**config.mk**
```make
export PLATFORM = sky130hd
export DESIGN_NAME = stream_loader
export DESIGN_NICKNAME = d
export VERILOG_FILES = /design/src/rtl/stream_loader_pkg.sv /design/src/rtl/sl_bank_ram.sv /design/src/rtl/stream_loader.sv
export SDC_FILE = /design/constraint.sdc
export NUM_CORES = 1
export LEC_CHECK = 0
export ABC_AREA = 1
export CAP_MARGIN = 5
export CELL_PAD_IN_SITES_DETAIL_PLACEMENT = 1
export CELL_PAD_IN_SITES_GLOBAL_PLACEMENT = 2
export CORE_UTILIZATION = 44
export CTS_CLUSTER_DIAMETER = 30
export CTS_CLUSTER_SIZE = 16
export DETAILED_ROUTE_END_ITERATION = 10
export PLACE_DENSITY = 0.8
export SLEW_MARGIN = 15
export SYNTH_ARGS = -nofsm -noshare
export SYNTH_HDL_FRONTEND = slang
export SYNTH_SLANG_ARGS = --single-unit
export TNS_END_PERCENT = 20
```
**constraint.sdc**
```tcl
create_clock -name clk -period 2.65 [get_ports clk]
set_input_delay 0.53 -clock clk [delete_from_list [all_inputs] [get_ports clk]]
set_output_delay 0.53 -clock clk [all_outputs]
set_load 0.005 [all_outputs]
```
**src/rtl/stream_loader_pkg.sv**
```systemverilog
// Shared constants for the stream loader: default geometry, memory depths
// and the address-width helper used to size the read/write ports.
package stream_loader_pkg;

  localparam int DEF_DATA_W    = 8;
  localparam int DEF_IMG_H     = 8;
  localparam int DEF_IMG_W     = 8;
  localparam int DEF_IN_CH     = 1;
  localparam int DEF_WGT_DEPTH = 54;
  localparam int DEF_IMG_DEPTH = DEF_IMG_H * DEF_IMG_W * DEF_IN_CH;

  // Address width for a memory of the given depth; never narrower than one bit.
  function automatic int addr_w(input int depth);
    return (depth > 1) ? $clog2(depth) : 1;
  endfunction

  localparam int DEF_IA_W = addr_w(DEF_IMG_DEPTH);
  localparam int DEF_WA_W = addr_w(DEF_WGT_DEPTH);

endpackage

```
**src/rtl/sl_bank_ram.sv**
```systemverilog
// Simple dual-port byte memory: one synchronous write port and one read port
// with a registered output. Storage is not reset; only the output register is.
module sl_bank_ram
  import stream_loader_pkg::*;
#(
  parameter int DATA_W = DEF_DATA_W,
  parameter int DEPTH  = DEF_IMG_DEPTH,
  parameter int AW     = addr_w(DEPTH)
) (
  input  logic              clk,
  input  logic              rst,
  input  logic              i_we,
  input  logic [AW-1:0]     i_waddr,
  input  logic [DATA_W-1:0] i_wdata,
  input  logic [AW-1:0]     i_raddr,
  output logic [DATA_W-1:0] o_rdata
);

  logic [DATA_W-1:0] r_mem [DEPTH];
  logic [DATA_W-1:0] r_rdata;

  // Store the incoming byte.
  always_ff @(posedge clk) begin
    if (i_we) r_mem[i_waddr] <= i_wdata;
  end

  // Registered read; the output register clears on reset.
  always_ff @(posedge clk or posedge rst) begin
    if (rst) r_rdata <= '0;
    else     r_rdata <= r_mem[i_raddr];
  end

  assign o_rdata = r_rdata;

endmodule

```
**src/rtl/stream_loader.sv**
```systemverilog
// Stream loader: demultiplexes a byte stream into a weight buffer and a
// ping-pong pair of image banks, and presents completed image banks to a
// consumer in fill order until the consumer releases them.
module stream_loader
  import stream_loader_pkg::*;
#(
  parameter int DATA_W    = DEF_DATA_W,
  parameter int IMG_H     = DEF_IMG_H,
  parameter int IMG_W     = DEF_IMG_W,
  parameter int IN_CH     = DEF_IN_CH,
  parameter int WGT_DEPTH = DEF_WGT_DEPTH,
  localparam int IMG_DEPTH = IMG_H * IMG_W * IN_CH,
  localparam int IA_W      = addr_w(IMG_DEPTH),
  localparam int WA_W      = addr_w(WGT_DEPTH)
) (
  input  logic              clk,
  input  logic              rst,
  input  logic              mode,
  input  logic              ram_en,
  input  logic [DATA_W-1:0] din,
  output logic              in_ready,
  output logic              wgt_valid,
  output logic              frame_valid,
  output logic              frame_bank,
  input  logic              frame_done,
  input  logic [IA_W-1:0]   rd_addr,
  output logic [DATA_W-1:0] rd_data,
  input  logic [WA_W-1:0]   wgt_rd_addr,
  output logic [DATA_W-1:0] wgt_rd_data
);

  logic [WA_W-1:0]   r_wgt_wptr;
  logic              r_wgt_valid;
  logic [IA_W-1:0]   r_img_wptr;
  logic              r_fbank;     // bank currently being filled
  logic              r_pbank;     // oldest full bank, the one presented
  logic [1:0]        r_full;
  logic              r_rd_sel;    // bank whose read data is on the output

  logic              w_wgt_acc;
  logic              w_wgt_last;
  logic              w_img_acc;
  logic              w_img_last;
  logic              w_release;
  logic [1:0]        w_full_nxt;
  logic [DATA_W-1:0] w_rd_bank [2];

  assign w_wgt_acc  = ram_en & mode;
  assign w_wgt_last = (r_wgt_wptr == WA_W'(WGT_DEPTH - 1));
  assign w_img_acc  = ram_en & ~mode & ~r_full[r_fbank];
  assign w_img_last = (r_img_wptr == IA_W'(IMG_DEPTH - 1));
  assign w_release  = frame_done & r_full[r_pbank];

  // Full flags: a release and a completion always target different banks,
  // because the fill bank is never a full bank when a byte is accepted.
  always_comb begin
    w_full_nxt = r_full;
    if (w_release)               w_full_nxt[r_pbank] = 1'b0;
    if (w_img_acc && w_img_last) w_full_nxt[r_fbank] = 1'b1;
  end

  // Weight write pointer and the "full weight set present" flag.
  always_ff @(posedge clk or posedge rst) begin
    if (rst) begin
      r_wgt_wptr  <= '0;
      r_wgt_valid <= 1'b0;
    end else if (w_wgt_acc) begin
      r_wgt_wptr <= w_wgt_last ? '0 : r_wgt_wptr + 1'b1;
      if (w_wgt_last)               r_wgt_valid <= 1'b1;
      else if (r_wgt_wptr == '0)    r_wgt_valid <= 1'b0;
    end
  end

  // Image write pointer; switch fill bank at the end of each frame.
  always_ff @(posedge clk or posedge rst) begin
    if (rst) begin
      r_img_wptr <= '0;
      r_fbank    <= 1'b0;
    end else if (w_img_acc) begin
      r_img_wptr <= w_img_last ? '0 : r_img_wptr + 1'b1;
      if (w_img_last) r_fbank <= ~r_fbank;
    end
  end

  // Bank ownership: full flags and the presented bank, advanced on release.
  always_ff @(posedge clk or posedge rst) begin
    if (rst) begin
      r_full  <= 2'b00;
      r_pbank <= 1'b0;
    end else begin
      r_full <= w_full_nxt;
      if (w_release) r_pbank <= ~r_pbank;
    end
  end

  // Remember which bank was addressed so the registered data is muxed to match.
  always_ff @(posedge clk or posedge rst) begin
    if (rst) r_rd_sel <= 1'b0;
    else     r_rd_sel <= r_pbank;
  end

  for (genvar g = 0; g < 2; g++) begin : g_img_bank
    sl_bank_ram #(
      .DATA_W (DATA_W),
      .DEPTH  (IMG_DEPTH),
      .AW     (IA_W)
    ) u_img_ram (
      .clk     (clk),
      .rst     (rst),
      .i_we    (w_img_acc && (r_fbank == 1'(g))),
      .i_waddr (r_img_wptr),
      .i_wdata (din),
      .i_raddr (rd_addr),
      .o_rdata (w_rd_bank[g])
    );
  end

  sl_bank_ram #(
    .DATA_W (DATA_W),
    .DEPTH  (WGT_DEPTH),
    .AW     (WA_W)
  ) u_wgt_ram (
    .clk     (clk),
    .rst     (rst),
    .i_we    (w_wgt_acc),
    .i_waddr (r_wgt_wptr),
    .i_wdata (din),
    .i_raddr (wgt_rd_addr),
    .o_rdata (wgt_rd_data)
  );

  assign in_ready    = ~r_full[r_fbank];
  assign frame_valid = r_full[r_pbank];
  assign frame_bank  = r_pbank;
  assign wgt_valid   = r_wgt_valid;
  assign rd_data     = r_rd_sel ? w_rd_bank[1] : w_rd_bank[0];

endmodule

```
==> implementation parameters <==
Parameter                              Value

Global route
  Number of global-route vias before repair    46200
  Antenna violations before repair    3
  Global-route usage over all layers    27.9%
  Pin count of the biggest net entering global routing    95
  Overflow left after global routing    0
  First-pass GRT wire length    291000 µm

Die
  Die X-Extent    375 µm
  Total I/O pin count    45
  Area of the placeable core    138000 µm²
  Initial standard-cell utilization of the core    44.4%
  Floorplan die area    140000 µm²
  Die Y-Extent    375 µm
  Standard-cell row count    136

Synthesis
  Synthesized netlist cell count    5288
  List of most frequent post-synthesis cells    1900 x nand2_1, 1456 x edfxtp_1, 1207 x nand3_1
  Nets in the synthesized netlist    5317
  Post-synthesis cell type with the largest combined area    edfxtp_1
  Async set-or-reset flop fraction in the synthesized netlist    2.80%
  Yosys top cell area share    71.5%
  Count of synthesis-stage warnings from yosys    0
  Number of synthesized flops with an enable pin    1456
  Number of library cell types mapped by synthesis    23
  Sequential fraction of the synthesis area    73.3%
  Main area contributors after synthesis    edfxtp_1 72%, nand2_1 12%, nand3_1 9.9%
  Post-Syn Area per Cell    11.6 µm²
  Main synth FF type    edfxtp_1
  Post-Syn Area    61100 µm²
  Cell with the most instances after synthesis    nand2_1
  Total of flip-flops plus latches after synthesis    1498

Place
  Routability-driven placement congestion ratio    0.857
  Half-perimeter wire length after placement    119000 µm
  Number of buffer cells added on primary ports    44

Critical path
  Data arrival time of the worst path    2.05 ns
  Cell chain of the critical path    inv_1, nand2_1, nand2_1, dlygate4sd2_1
  Kind of start point of the critical path    register
  WS Path Type    reg -> out
  Most used cell along the critical path    nand2_1
  Critical R2R Launch    r_img_wptr[1]
  CP delay by family, top    buffers and inverters
  Required time of the worst setup path    2.12 ns
  Master of the slowest instance on the critical path    dlygate4sd2_1
  Critical path peak fanout    6
  Worst r2r dst    g_img_bank[1].u_img_ram.r_mem[3][4]
  Worst-case reg-to-reg path depth    6
  Buffers & Inverters on Critical Path    2
  Setup crit end kind    output port
  Setup slack of the worst register-to-register path    0.58 ns
  Maximum single-stage delay on the critical path    0.47 ns

Finish
  Fraction of final layout cells with drive strength greater than 1    16.0%
  Area growth from synthesis to layout    26.7%
  Final-stage net count    5742

Drt
  Number of detailed-route iterations in the first pass    5
  Count of vias placed by the detailed router    43200
  Antenna violation net count after detailed routing    0
  Detail-routed via count per cell    5.56
  Count of unresolved DRC violations after routing    0
  Routed length per instance    25.2 µm
  DRC violation total after the first TritonRoute iteration    3885
  Total wirelength of the detailed-routed design    196000 µm

STA
  Setup_tns    0 ns
  Fmax achieved    387 MHz
  Final hold viol count    0
  Min Tclk post-route    2.58 ns
  Slew @ Worst Pin    0.689 ns
  Fin crit share    97.5%
  Final setup violation count    0
  Headroom to the max-slew limit    54.1%
  Unrepaired setup endpoints after global routing    no
  Final count of pins violating max slew    0
  Clock tree skew after final layout    0.0493 ns

Power
  Total power density per cell area    956 nW/µm²
  Worst-case vdd ir drop    0.836 mV
  Total power after layout    74100 µW
  Static leakage power    0.0292 µW

Clock network
  Htree depth    5
  Clock slew at the register clock pins of the worst setup and hold paths    0.05 ns
  Insertion delay of the later-clocked pin in the worst-skew pair    0.90 ns
  Number of buffers added by the clock tree synthesis step    344
  TritonCTS clock tree    yes
  Root buffer cell    clkbuf_16
  Count of clock tree sinks    1498
  Number of buffers on the longest clock path    4

Status
  Run status    finished, final reports clean

Hold path
  Worst hold path type    in -> reg
  Hold-critical path depth    1
  Sink of the worst hold path    g_img_bank[0].u_img_ram.r_mem[53][1]
  Hold Path Origin    din[1]

Run
  Number of maximum-capacitance violations    0
## logic make-up (layout without fill, tap and decap cells)
logic type	count (synthesis)	in the layout	synth area share, %
compound gates	50	50	0.409
xor+xnor	3	3	0.0430
fa+ha+maj	4	4	0.0819
buf+inv	367	1058	2.91
flops	1498	1498	73.3
mux	8	8	0.147
other cells	0	3	0
simple gates	3358	3358	23.1
## sequential cells by signal, indices dropped and copies added, names as in the netlist
| register | count |
|---|---|
| wgt_valid | 1 |
| g_img_bank.u_img_ram.r_mem | 1024 |
| u_wgt_ram.r_mem | 432 |
| r_rd_sel | 1 |
| r_full | 2 |
| g_img_bank.u_img_ram.o_rdata | 16 |
| u_wgt_ram.o_rdata | 8 |
| frame_bank | 1 |
| r_fbank | 1 |
| r_img_wptr | 6 |
| r_wgt_wptr | 6 |
## layer usage
layer,global-route usage [%],vias up,wire length [µm]
met2,48.0,1450,98000
met4,11.0,0,6880
li1,-,19500,-
met3,4.16,415,10800
met1,35.4,21900,80100
met5,0,-,0
## what timing repair did
item | CTS | global route
setup endpoints to repair | 11 | 8
buffers inserted | 0 | 4
cloned | 0 | 0
hold buffers | 1 | 0
resized for setup | 7 | 15
endpoints found under the hold margin | 5 | 0
## power breakdown
group,internal (µW),switching (µW),leakage (µW),total [µW]
combinational,1280,3580,0.00994,4860
clock,29100,13400,0.00564,42600
sequential,26400,229,0.0136,26600
## per-stage QoR
step,area (µm²),setup slack (ns),std cells,hold WS (ns),util [%]
after global placement,65700,0.100,7156,0.511,47.7
after global routing,77400,0.0152,7773,0.0226,56.3
after CTS,77400,-0.188,7769,0.00584,56.2
final,77500,0.0652,7776,0.0484,56.3
after detailed placement,65700,0.0243,7156,0.512,47.7
after floorplan,61100,0.467,5288,0.448,-
## worst max path at each step
| stage | from | to | slack (ns) | cells past startpoint |
|---|---|---|---|---|
| CTS | r_rd_sel | rd_data[0] | -0.19 | 2 |
| global route | frame_bank | frame_valid | 0.02 | 4 |
| detailed placement | ram_en | g_img_bank[0].u_img_ram.r_mem[51][1] | 0.02 | 10 |
| finish | frame_bank | frame_valid | 0.07 | 4 |
| floorplan | mode | u_wgt_ram.r_mem[15][0] | 0.47 | 6 |
| global placement | ram_en | g_img_bank[0].u_img_ram.r_mem[52][2] | 0.10 | 10 |
## final cells by class
cell class / instances / area, µm²
clock inverter: 216 / 2590
sequential: 1498 / 44800
fill: 13800 / 60200
antenna: 3 / 7.51
clock buffer: 396 / 9070
timing repair buffer: 405 / 3960
inverter: 41 / 185
multi-input combinational: 3423 / 14600
tap: 1794 / 2240
## cell usage in the layout (no fill, tap or decap), types with 8 or more instances in the layout
cell type / instances
clkinv_4: 31
o21ai_0: 36
clkbuf_1: 35
edfxtp_1: 1456
clkinv_2: 51
nand3_1: 1207
inv_1: 30
inv_8: 8
buf_6: 9
clkinv_1: 26
buf_4: 299
inv_6: 19
clkinvlp_4: 33
clkdlybuf4s50_1: 18
clkbuf_8: 9
dfrtp_1: 40
dlymetal6s2s_1: 8
buf_12: 63
a21oi_1: 12
nor3_1: 11
clkbuf_16: 353
bufinv_16: 48
nand2_1: 1900
nor2_1: 230
Note: power is estimated with default switching activity, not from simulation.
